File: src/rtl/rr_stream_arb_pkg.sv
// rr_stream_arb_pkg: shared state type and width helper for the round-robin stream arbiter
package rr_stream_arb_pkg;
  typedef enum logic {ARB_IDLE, ARB_LOCKED} arb_state_e;
  function automatic int src_w(input int n);
    return (n > 1) ? $clog2(n) : 1;
  endfunction
endpackage

File: src/rtl/rr_stream_arb_if.sv
// rr_stream_arb_if: requester-side and datapath-side stream signals of the arbiter
interface rr_stream_arb_if
  import rr_stream_arb_pkg::*;
#(
  parameter int NUM_REQ = 4,
  parameter int DATA_W  = 32
);
  localparam int SRC_W = src_w(NUM_REQ);
  logic [NUM_REQ-1:0]        req_vld;
  logic [NUM_REQ-1:0]        req_rdy;
  logic [NUM_REQ*DATA_W-1:0] req_data;
  logic                      out_vld;
  logic                      out_rdy;
  logic [DATA_W-1:0]         out_data;
  logic [SRC_W-1:0]          out_src;
  modport master (output req_vld, req_data, out_rdy, input req_rdy, out_vld, out_data, out_src);
  modport slave  (input req_vld, req_data, out_rdy, output req_rdy, out_vld, out_data, out_src);
endinterface

File: src/rtl/rr_stream_arb_pick.sv
// rr_pick: rotating-priority picker, first set request strictly after ptr (wrapping)
module rr_pick
  import rr_stream_arb_pkg::*;
#(
  parameter int N = 4,
  localparam int W = src_w(N)
) (
  input  logic [N-1:0] i_req,
  input  logic [W-1:0] i_ptr,
  output logic         o_found,
  output logic [W-1:0] o_idx
);
  logic [2*N-1:0] w_dbl;
  int             w_pos;
  // the window ptr+1 .. ptr+N of the doubled vector covers every requester once
  always_comb begin
    w_dbl = {i_req, i_req} & ({(2*N){1'b1}} << (int'(i_ptr) + 1)) & ~({(2*N){1'b1}} << (int'(i_ptr) + N + 1));
    w_pos = 0;
    for (int k = 2*N-1; k >= 0; k--)
      if (w_dbl[k]) w_pos = k;
    o_idx = W'((w_pos >= N) ? w_pos - N : w_pos);
  end
  assign o_found = |i_req;
endmodule

File: src/rtl/rr_stream_arb.sv
// rr_stream_arb: round-robin burst-locked arbiter feeding a registered, source-tagged output stage
module rr_stream_arb
  import rr_stream_arb_pkg::*;
#(
  parameter int NUM_REQ   = 4,
  parameter int DATA_W    = 32,
  parameter int MAX_BURST = 4
) (
  input logic           clk,
  input logic           rst,
  rr_stream_arb_if.slave bus
);
  localparam int SRC_W = src_w(NUM_REQ);
  localparam int CNT_W = src_w(MAX_BURST);
  arb_state_e         r_state, w_state_nxt;
  logic [SRC_W-1:0]   r_grant, r_ptr, w_win, r_out_src;
  logic [CNT_W-1:0]   r_cnt;
  logic               r_out_vld;
  logic [DATA_W-1:0]  r_out_data, w_beat;
  logic               w_found, w_locked, w_load, w_gvld, w_xfer, w_release;
  rr_pick #(.N(NUM_REQ)) u_pick (
    .i_req  (bus.req_vld),
    .i_ptr  (r_ptr),
    .o_found(w_found),
    .o_idx  (w_win)
  );
  assign w_locked  = r_state == ARB_LOCKED;
  assign w_load    = !r_out_vld || bus.out_rdy;
  assign w_gvld    = bus.req_vld[r_grant];
  assign w_beat    = bus.req_data[r_grant*DATA_W +: DATA_W];
  assign w_xfer    = w_locked && w_load && w_gvld;
  // a stalled output stage holds the lock whatever the requester does
  assign w_release = w_locked && w_load && (!w_gvld || r_cnt == CNT_W'(MAX_BURST-1));
  assign bus.req_rdy  = (w_locked && w_load) ? NUM_REQ'(1) << r_grant : '0;
  assign bus.out_vld  = r_out_vld;
  assign bus.out_data = r_out_data;
  assign bus.out_src  = r_out_src;
  always_comb begin
    w_state_nxt = w_locked ? (w_release ? ARB_IDLE : ARB_LOCKED) : (w_found ? ARB_LOCKED : ARB_IDLE);
  end
  always_ff @(posedge clk) begin
    if (rst) r_state <= ARB_IDLE;
    else     r_state <= w_state_nxt;
  end
  always_ff @(posedge clk) begin
    if (rst) begin
      r_grant    <= '0;
      r_ptr      <= SRC_W'(NUM_REQ-1);
      r_cnt      <= '0;
      r_out_vld  <= 1'b0;
      r_out_data <= '0;
      r_out_src  <= '0;
    end else begin
      if (!w_locked && w_found) begin
        r_grant <= w_win;
        r_cnt   <= '0;
      end
      if (w_xfer) begin
        r_cnt      <= r_cnt + CNT_W'(1);
        r_out_data <= w_beat;
        r_out_src  <= r_grant;
      end
      if (w_release) r_ptr <= r_grant;
      r_out_vld <= w_xfer || (r_out_vld && !bus.out_rdy);
    end
  end
endmodule

File: src/flat_wrapper.sv
// flat-port wrapper written by rule: the top's interface ports become plain ports
module rr_stream_arb_flat import rr_stream_arb_pkg::*;
#(
  parameter int NUM_REQ   = 4,
  parameter int DATA_W    = 32,
  parameter int MAX_BURST = 4
)
  (clk, rst, bus_req_vld, bus_req_data, bus_out_rdy, bus_req_rdy, bus_out_vld, bus_out_data, bus_out_src);
  rr_stream_arb_if #(.NUM_REQ(NUM_REQ), .DATA_W(DATA_W)) bus_i ();
  input logic clk;
  input logic rst;
  input wire logic [$bits(bus_i.req_vld)-1:0] bus_req_vld;
  input wire logic [$bits(bus_i.req_data)-1:0] bus_req_data;
  input wire logic [$bits(bus_i.out_rdy)-1:0] bus_out_rdy;
  output wire logic [$bits(bus_i.req_rdy)-1:0] bus_req_rdy;
  output wire logic [$bits(bus_i.out_vld)-1:0] bus_out_vld;
  output wire logic [$bits(bus_i.out_data)-1:0] bus_out_data;
  output wire logic [$bits(bus_i.out_src)-1:0] bus_out_src;
  assign bus_i.req_vld = bus_req_vld;
  assign bus_i.req_data = bus_req_data;
  assign bus_i.out_rdy = bus_out_rdy;
  assign bus_req_rdy = bus_i.req_rdy;
  assign bus_out_vld = bus_i.out_vld;
  assign bus_out_data = bus_i.out_data;
  assign bus_out_src = bus_i.out_src;
  rr_stream_arb #(.NUM_REQ(NUM_REQ), .DATA_W(DATA_W), .MAX_BURST(MAX_BURST)) u_core (.clk(clk), .rst(rst), .bus(bus_i));
endmodule
File: config.mk
export PLATFORM = sky130hd
export DESIGN_NAME = rr_stream_arb_flat
export DESIGN_NICKNAME = d
export VERILOG_FILES = /design/src/rtl/rr_stream_arb_pkg.sv /design/src/rtl/rr_stream_arb_if.sv /design/src/rtl/rr_stream_arb_pick.sv /design/src/rtl/rr_stream_arb.sv /design/src/flat_wrapper.sv
export SDC_FILE = /design/constraint.sdc
export NUM_CORES = 1
export LEC_CHECK = 0
export CORE_MARGIN = 2
export CORE_UTILIZATION = 32
export CTS_CLUSTER_SIZE = 28
export DETAILED_ROUTE_END_ITERATION = 8
export PLACE_DENSITY = 0.88
export SYNTH_ARGS = -nofsm -noshare
export SYNTH_HDL_FRONTEND = slang
export SYNTH_SLANG_ARGS = --single-unit
File: constraint.sdc
create_clock -name clk -period 1.8 [get_ports clk]
set_clock_uncertainty 0.2 [all_clocks]
set_input_delay 0.36 -clock clk [delete_from_list [all_inputs] [get_ports clk]]
set_output_delay 0.36 -clock clk [all_outputs]
set_load 0.01 [all_outputs]
# [Word level (Yosys, flattened, before mapping)]
# Cells that the tools add are included.
[op_classes] add_sub_neg=5 magnitude_cmp=2 n_eq_ne=1 shift=4 mux=17 bitwise_logic=3 reduce_logical=14
[op_table] operator="32-bit 2-to-1 mux" count=7
[op_table] operator="128-bit by 8-bit indexed part select with 32-bit output" count=1
[op_table] operator="32-bit by 4-bit greater-or-equal comparator with 1-bit output (second input constant)" count=1
[op_table] operator="8-bit by 32-bit << shifter with 8-bit output (first input constant)" count=1
[op_table] operator="8-bit bitwise AND" count=2
[op_table] operator="8-bit inverter" count=1
[op_table] operator="8-bit by 5-bit << shifter with 8-bit output (first input constant)" count=1
[op_table] operator="2-bit 2-to-1 mux" count=3
[op_table] operator="4-bit by 1-bit adder with 5-bit output (second input constant)" count=1
[op_table] operator="1-bit logical AND" count=5
[op_table] operator="2-bit by 3-bit adder with 4-bit output (second input constant)" count=1
[op_table] operator="1-bit zero test" count=4
[op_table] operator="1-bit 2-to-1 mux" count=4
[op_table] operator="4-bit 2-to-1 mux" count=1
[op_table] operator="4-bit OR reduction" count=1
[op_table] operator="1-bit by 2-bit << shifter with 4-bit output (first input constant)" count=1
[op_table] operator="2-bit by 1-bit adder with 3-bit output (second input constant)" count=1
[op_table] operator="1-bit logical OR" count=3
[op_table] operator="2-bit by 3-bit < comparator with 1-bit output (second input constant)" count=1
[op_table] operator="3-bit 2-to-1 mux" count=1
[op_table] operator="2-bit by 1-bit adder with 2-bit output (second input constant)" count=1
[op_table] operator="1-bit binary-select mux with 2-bit select" count=1
[op_table] operator="2-bit equality test (second input constant)" count=1
[op_table] operator="2-bit nonzero test" count=1
[op_table] operator="2-bit by 1-bit subtractor with 2-bit output (second input constant)" count=1
[word_totals] ff_bits=42 input_bits=135 output_inout_bits=39 wordCells=53

# [Logic depth before layout (Yosys ltp)]
# Gate-level depths: netlist of the first run.
[logic_depth] depth_word=15 ltp_mapped=7

# [Modules after synthesis]
# A second synthesis of the first run with hierarchy kept.
[unflattened] cells_unflattened=251 area_unflattened_um2=2453.6
[modules_own_cells] module="rr_stream_arb" instances=1 cells_each=237 area_each_um2=2374.8 seq_area_each_um2=840.8
[modules_own_cells] module="rr_pick" instances=1 cells_each=14 area_each_um2=78.8 seq_area_each_um2=0.0

# [Least setup slack after synthesis of the first run]
# Ideal clock, no wire load.
[synth_path] path_type="reg-to-reg" start="register u_core.r_grant[0]" end="register u_core.r_out_data[14] (netlist: u_core.bus.out_data[14])" t_arrival_ns=1.460 required_ns=1.468 slack_ns=0.008 path_stages_with_launch=8 period_less_slack_ns=1.792 cell_sequence="dfxtp_1 buf_6 mux4_2 and3_1 buf_6 buf_6 nand2_1 a21oi_1"
[synth_between] elab_chain_cells=3 elab_cells_between_ends=4 classes_between="1 x shift; 2 x mux; 1 x reduce/logical"
[synth_rtl] item="start: declaration" line="rr_stream_arb.sv:16" text="logic [SRC_W-1:0] r_grant, r_ptr, w_win, r_out_src;"
[synth_rtl] item="start signal: assignment" line="rr_stream_arb.sv:55" text="r_grant <= w_win;"
[synth_rtl] item="branches (longest 3 deep; another with 128-bit by 8-bit indexed part select with 32-bit output)"
[synth_rtl] item="end signal: assignment" line="rr_stream_arb.sv:60" text="r_out_data <= w_beat;"
[synth_rtl] item="end: declaration" line="rr_stream_arb.sv:19" text="logic [DATA_W-1:0] r_out_data, w_beat;"
# Several ways; the timed one is not identified. The select of a mux whose other input is x is not followed.
# A chain may end at the register's enable or synchronous reset.

# [Final worst setup path of the first run]
[layout_path] start="register u_core.r_grant[0]" end="register u_core.r_cnt[0]"
[layout_between] elab_chain_cells=4 elab_cells_between_ends=5 classes_between="3 x mux; 2 x reduce/logical"
[layout_rtl] item="1-bit binary-select mux with 2-bit select (*)" line="rr_stream_arb.sv:29" text="assign w_gvld = bus.req_vld[r_grant];"
[layout_rtl] item="1-bit 2-to-1 mux (not written as such) (*)" line="rr_stream_arb.sv:29"
[layout_rtl] item="1-bit logical AND (*)" line="rr_stream_arb.sv:31" text="assign w_xfer = w_locked && w_load && w_gvld;"
[layout_rtl] item="2-bit 2-to-1 mux or 2-bit nonzero test (tied branches)"
[layout_rtl] item="end signal: assignment" line="rr_stream_arb.sv:59" text="r_cnt <= r_cnt + CNT_W'(1);"
[layout_rtl] item="end: declaration" line="rr_stream_arb.sv:17" text="logic [CNT_W-1:0] r_cnt;"
# Every way passes the cells marked *; elsewhere a longest branch is shown, timed or not. The select of a mux whose other input is x is not followed.

==> results of run 1 <==
-- state kept, by name, indices dropped and copies added (netlist names) --
signal and cells:
u_core.r_ptr 2, u_core.bus.out_vld 1, u_core.bus.out_src 2, u_core.r_grant 2, u_core.r_state 1, u_core.bus.out_data 32
u_core.r_cnt 2
-- layout make-up --
type | instances | area (sq um) | share of cell area, %
clock buffers | 6 | 82.58 | 1.776
clock inverters | 2 | 12.51 | 0.2690
inverters | 2 | 7.507 | 0.1614
well taps | 102 | 127.6 | 2.744
repair buffers | 202 | 2026 | 43.56
flip-flops and latches | 42 | 849.6 | 18.27
multi-input cells | 183 | 1545 | 33.23
-- what timing repair did --
| action | CTS | global route |
|---|---|---|
| hold buffers | 0 | 0 |
| setup buffers | 1 | 4 |
| pin swaps | 2 | 1 |
| gates resized for setup | 41 | 6 |
| setup endpoints to repair | 40 | 38 |
| gates cloned | 0 | 1 |
| endpoints found under the hold margin | 0 | 0 |
-- cells by family (layout without fill, tap and decap cells) --
family,after synthesis,count (layout),share of synthesized area (%)
and+or+nand+nor,95,95,16.73
buffers and inverters,24,212,5.930
DFF,42,42,34.06
AOI/OAI and AO/OA,49,49,10.64
adders and majority gates,1,1,0.5068
muxes,38,38,32.13
-- how the worst max path moves through the flow --
stage          slack, ns  depth (start not counted)                                   end
2_1_floorplan      0.008                          7  u_core.bus.out_data[14]$_SDFFE_PP0P_
3_3_place_gp       -0.54                          5                        bus_req_rdy[2]
3_5_place_dp       -0.63                          5                        bus_req_rdy[2]
4_1_cts            0.002                          5   u_core.bus.out_data[8]$_SDFFE_PP0P_
5_1_grt            -0.01                          5          u_core.r_cnt[0]$_SDFFE_PP0P_
6_report            0.04                          5          u_core.r_cnt[0]$_SDFFE_PP0P_
-- tightest hold or removal path, stage by stage (launching register included) --
cell and delay [ns]:
dfxtp_1 0.31, nand2_1 0.05, a21oi_1 0.05
-- Yosys cell counts --
cell type,number
nand2_1,69
dfxtp_1,42
a21oi_1,38
mux4_2,33
clkbuf_1,7
buf_2,6
nor2_1,6
buf_6,5
mux2i_1,5
nor3_1,4
o21ai_0,4
buf_4,3
nand2b_1,3
nor2b_1,3
nor3b_1,3
inv_1,2
nand3_1,2
o22ai_1,2
a211oi_1,1
a221oi_1,1
a22oi_1,1
a31o_2,1
and3_1,1
and3b_1,1
and4_1,1
buf_1,1
ha_1,1
nand3_2,1
nand3b_1,1
o21a_1,1
-- report_power, final --
group | total (mW) | leakage [nW] | internal [mW] | switching [mW]
clock network | 0.620 | 0.0472 | 0.308 | 0.311
registers | 1.16 | 0.345 | 1.06 | 0.0997
logic | 1.70 | 1.31 | 1.03 | 0.668
-- per-layer routing --
metal  routed length [um]  track usage (%)
met3                  460            4.026
met5                    0                0
met1                 3341            23.08
met4                  221            5.473
met2                 4802            39.58
-- through the flow --
step	setup TNS, ns	area, sq um
global placement	-14.69	4422
CTS	0	4576
global route	-0.02891	4651
floorplan	0	2469
finish	0	4651
detailed placement	-16.41	4422
==> summary.txt, run 1 <==
Max H-tree Level: 2
layout cell share with drive strength beyond 1: 21.05%
worst min path class: reg -> reg
DIE WIDTH: 91.83 um
reg-to-reg slack, setup: 0.04 ns
Max Slew Vio Count: 0
worst setup margin: 0.03630 ns
FF+latch count, synth: 42
DRC viols: 0
Arr. time, crit path: 1.73 ns
commonest non-fill, non-tap cells in the layout: clkdlybuf4s50_1 (162), nand2_1 (63), dfxtp_1 (39)
cell row count: 32
status: completed
leading area contributor after synthesis: dfxtp_1
top-area cell type share of the netlist area: 34.06%
placed insts: 525
Max-slew headroom: 72.23%
core area: 7607 sq um
first-pass GRT wire length: 13.86 mm
synth top area cells: dfxtp_1 (34%), mux4_2 (30%), nand2_1 (10%)
Req. time, crit path: 1.76 ns
Tmin final: 1.764 ns
reg2reg end: u_core.r_cnt[0]$_SDFFE_PP0P_
vias in the first global route: 2818
final design utilization: 61.13%
filler cell count: 629
Non-Filler Instances: 539
die height: 91.83 um
initial antenna violation count: 0
gpl congestion: 0.8057
Buf/Inv on CP: 1
critical path startpoint category: register
Clock transition at path regs: 0.08 ns
pwr/cell area: 748.7 nW/um^2
Syn Nets: 385
drt wl/cell: 16.37 um
number of DRC markers in iteration 0: 57
Initial Util: 32.45%
R2R cell count: 5
mapped cell area: 2469 sq um
die area: 8433 sq um
TritonCTS clock tree: done
clk buf depth: 2
CP max FO: 21
Critical Path Max Stage Delay: 0.56 ns
sequential share of the synthesized area: 34.06%
HP Start: u_core.bus.out_data[17]$_SDFFE_PP0P_
HPWL after DPL: 7.183 mm
Total Power: 3.482 mW
pin count of the biggest net entering global routing: 27
DRT antenna net count: 0
Worst R2R Start: u_core.r_grant[0]$_SDFFE_PP0P_
Syn. warnings: 0
Synth Instances: 249
gr usage total: 20.64%
Slew @ Worst Pin: 0.4165 ns
detail-routed via count per cell: 4.994
peak supply drop: 0.3996 mV
commonest non-fill, non-tap cell in the layout: clkdlybuf4s50_1
hold endpoint: u_core.bus.out_data[17]$_SDFFE_PP0P_
hold path cells: 2
CTS Buf Count: 5
total number of vias: 2692
WL final: 8.826 mm
area delta synth->final: 88.39%
IO Pins: 174
worst setup path class: reg -> reg
Synth Area per Inst: 9.914 sq um
unrepaired setup endpoints after global routing: true
antenna fix cells: 0
delay-heaviest family, CP: multiplexers
CP Capture Type: register
period utilisation layout: 97.98%
Max Cap Viol: 0
Sink Count: 42
CP max-delay cell: mux4_2
static leakage power: 1.697 nW
grt total ovfl: 0
post-synthesis cell type count: 30
critical-path cell list: mux4_2 > and3_4 > buf_12 > nand2b_1 > a21oi_1
pre-CTS WS: -0.6329 ns
beginning of the critical path: u_core.r_grant[0]$_SDFFE_PP0P_
nets: 572
Fmax: 567.0 MHz
length of the first detailed-routing pass in iterations: 4
Hold Slack: 0.2583 ns
final hold vios: 0
Final Setup Violations: 0
Root Driver: clkbuf_8
clock latency on the worst-skew pair: 0.29 ns
port buffer count: 173
No activity file was read; power rests on OpenSTA's default activity.
==> run 2, diff against run 1 <==
CORE_UTILIZATION = 35   (was 32)
MAX_ROUTING_LAYER = met4   (was default)
PLACE_DENSITY = 0.91   (was 0.88)
clock period = 1.7 ns   (was 1.8 ns; I/O delays follow)
==> run 2 against run 1 <==
  * The flow now finishes with violations (setup timing)
  * Largest power group unchanged
  * Sequential share of layout area fell by 1.0 points
  * Flip-flop and latch count unchanged
  * Final area up 6.0%
  * First-iteration DRC count rose by 65%
  * Highest routed layer unchanged
  * Critical path depth unchanged
==> summary.txt, run 2 (synthesized netlist as in run 1, its figures left out) <==
drt wl/cell: 17.80 um (+8.7%)
IO Pins: 174 (unchanged)
detail-routed via count per cell: 5.103 (+2.2%)
first-pass GRT wire length: 14.19 mm (+2.4%)
failing checks: setup timing
reg2reg end: u_core.bus.out_data[23]$_SDFFE_PP0P_
hold endpoint: u_core.r_cnt[0]$_SDFFE_PP0P_
final instance area: 4930 sq um (+6.0%)
DRT antenna net count: 0 (unchanged)
total number of vias: 2781 (+3.3%)
DIE WIDTH: 87.99 um (-4.2%)
area delta synth->final: 99.70%
Hold Slack: 0.1570 ns (-0.1013 ns)
pwr/cell area: 807.3 nW/um^2 (+7.8%)
die height: 87.99 um (-4.2%)
hold_buf cts: 0 (unchanged)
Max H-tree Level: 2 (unchanged)
final hold vios: 0 (unchanged)
Root Driver: clkbuf_8
max reg flops: 32 (unchanged)
Final Setup Violations: 38 (+38)
CP max FO: 8 (-62%)
nets: 584 (+2.1%)
Clock transition at path regs: 0.08 ns (about the same)
Req. time, crit path: 1.72 ns (-0.04 ns)
worst setup path class: reg -> reg
Sink Count: 42 (unchanged)
DRC viols: 0 (unchanged)
Worst R2R Start: u_core.r_grant[0]$_SDFFE_PP0P_
hold path cells: 2 (unchanged)
WL final: 9.702 mm (+9.9%)
CP Capture Type: register
HPWL after DPL: 6.773 mm (-5.7%)
peak supply drop: 0.4440 mV (+11%)
static leakage power: 1.986 nW (+17%)
length of the first detailed-routing pass in iterations: 4 (unchanged)
clock latency on the worst-skew pair: 0.29 ns (about the same)
CTS Buf Count: 5 (unchanged)
vias in the first global route: 2931 (+4.0%)
Setup TNS Final: -1.941 ns (-1.941 ns)
layout cell share with drive strength beyond 1: 29.18% (+8.1 points)
pin count of the biggest net entering global routing: 21 (-22%)
R2R cell count: 5 (unchanged)
Max-slew headroom: 82.08% (+9.8 points)
TritonCTS clock tree: done
period utilisation layout: 104.9% (+6.9 points)
die area: 7741 sq um (-8.2%)
Initial Util: 36.34% (+3.9 points)
critical path startpoint category: register
commonest non-fill, non-tap cells in the layout: clkdlybuf4s50_1 (128), nand2_1 (54), dfxtp_1 (39)
commonest non-fill, non-tap cell in the layout: clkdlybuf4s50_1
reg-to-reg slack, setup: -0.08 ns (-0.12 ns)
HP Start: rst
number of DRC markers in iteration 0: 94 (+65%)
grt total ovfl: 0 (unchanged)
worst min path class: in -> reg
core area: 6794 sq um (-11%)
Fmax: 560.8 MHz (-1.1%)
instance area at placement: 4394 sq um (-0.62%)
Max Slew Vio Count: 0 (unchanged)
clk buf depth: 2 (unchanged)
port buffer count: 173 (unchanged)
final design utilization: 72.56% (+11 points)
filler cell count: 511 (-19%)
gr usage total: 24.81% (+4.2 points)
Slew @ Worst Pin: 0.2688 ns (-0.1477 ns)
antenna fix cells: 0 (unchanged)
Tmin final: 1.783 ns (+0.01954 ns)
cell row count: 30 (-6.3%)
gpl congestion: 0.8545 (+6.1%)
initial antenna violation count: 0 (unchanged)
worst setup margin: -0.08324 ns (-0.1195 ns)
unrepaired setup endpoints after global routing: true
Max Cap Viol: 0 (unchanged)
status: finished with violations
Arr. time, crit path: 1.80 ns (+0.07 ns)
-- run 2: worst max path at each step --
stage	start	to	slack, ns	cells after the start
floorplan	u_core.r_grant[0]$_SDFFE_PP0P_	u_core.bus.out_data[14]$_SDFFE_PP0P_	-0.08	7
global placement	bus_out_rdy	bus_req_rdy[1]	-0.63	5
detailed placement	bus_out_rdy	bus_req_rdy[1]	-0.70	5
CTS	u_core.r_grant[0]$_SDFFE_PP0P_	u_core.bus.out_data[15]$_SDFFE_PP0P_	-0.06	5
global route	u_core.r_grant[0]$_SDFFE_PP0P_	u_core.bus.out_data[20]$_SDFFE_PP0P_	-0.13	5
finish	u_core.r_grant[0]$_SDFFE_PP0P_	u_core.bus.out_data[23]$_SDFFE_PP0P_	-0.08	5
-- run 2: area by class of cell --
class | instances | area, sq um | area share [%]
sequential | 42 | 849.6 | 17.23
inverter | 2 | 7.507 | 0.1523
clock buffer | 7 | 86.33 | 1.751
tap | 96 | 120.1 | 2.437
multi-input combinational | 187 | 1723 | 34.95
clock inverter | 1 | 5.005 | 0.1015
timing repair buffer | 210 | 2138 | 43.38
-- run 2: per-stage QoR --
stage | std cells | setup WS (ns) | power, mW
finish | 545 | -0.08324 | 3.980
global route | 545 | -0.1271 | 4.191
CTS | 541 | -0.06193 | 3.836
detailed placement | 520 | -0.7025 | 2.908
global placement | 520 | -0.6337 | 2.849
floorplan | 249 | -0.07685 | 2.131
-- run 2: repair_timing --
action	in CTS	in global routing
gates cloned	8	1
setup endpoints to repair	75	43
pin swaps	15	20
buffers inserted	6	3
resized for setup	87	42
-- run 2: routing by layer --
layer | part of all wire, % | GRT usage, % | wire, um
met5 | 0 | - | 0
met4 | 2.3 | 9.650 | 221
met3 | 5.1 | 3.959 | 495
met2 | 55 | 45.59 | 5380
met1 | 37 | 26.46 | 3605
-- run 2: critical path, stage by stage (launching register included) --
cell and delay [ns]:
dfxtp_4 0.37, mux4_2 0.56, nand3_4 0.13, bufbuf_16 0.27, nand2_1 0.07, a21oi_2 0.12
-- run 2: power by group --
group	switching (mW)	internal [mW]	total (mW)
clock	0.337	0.328	0.665
sequential	0.111	1.13	1.24
combinational	0.835	1.24	2.08
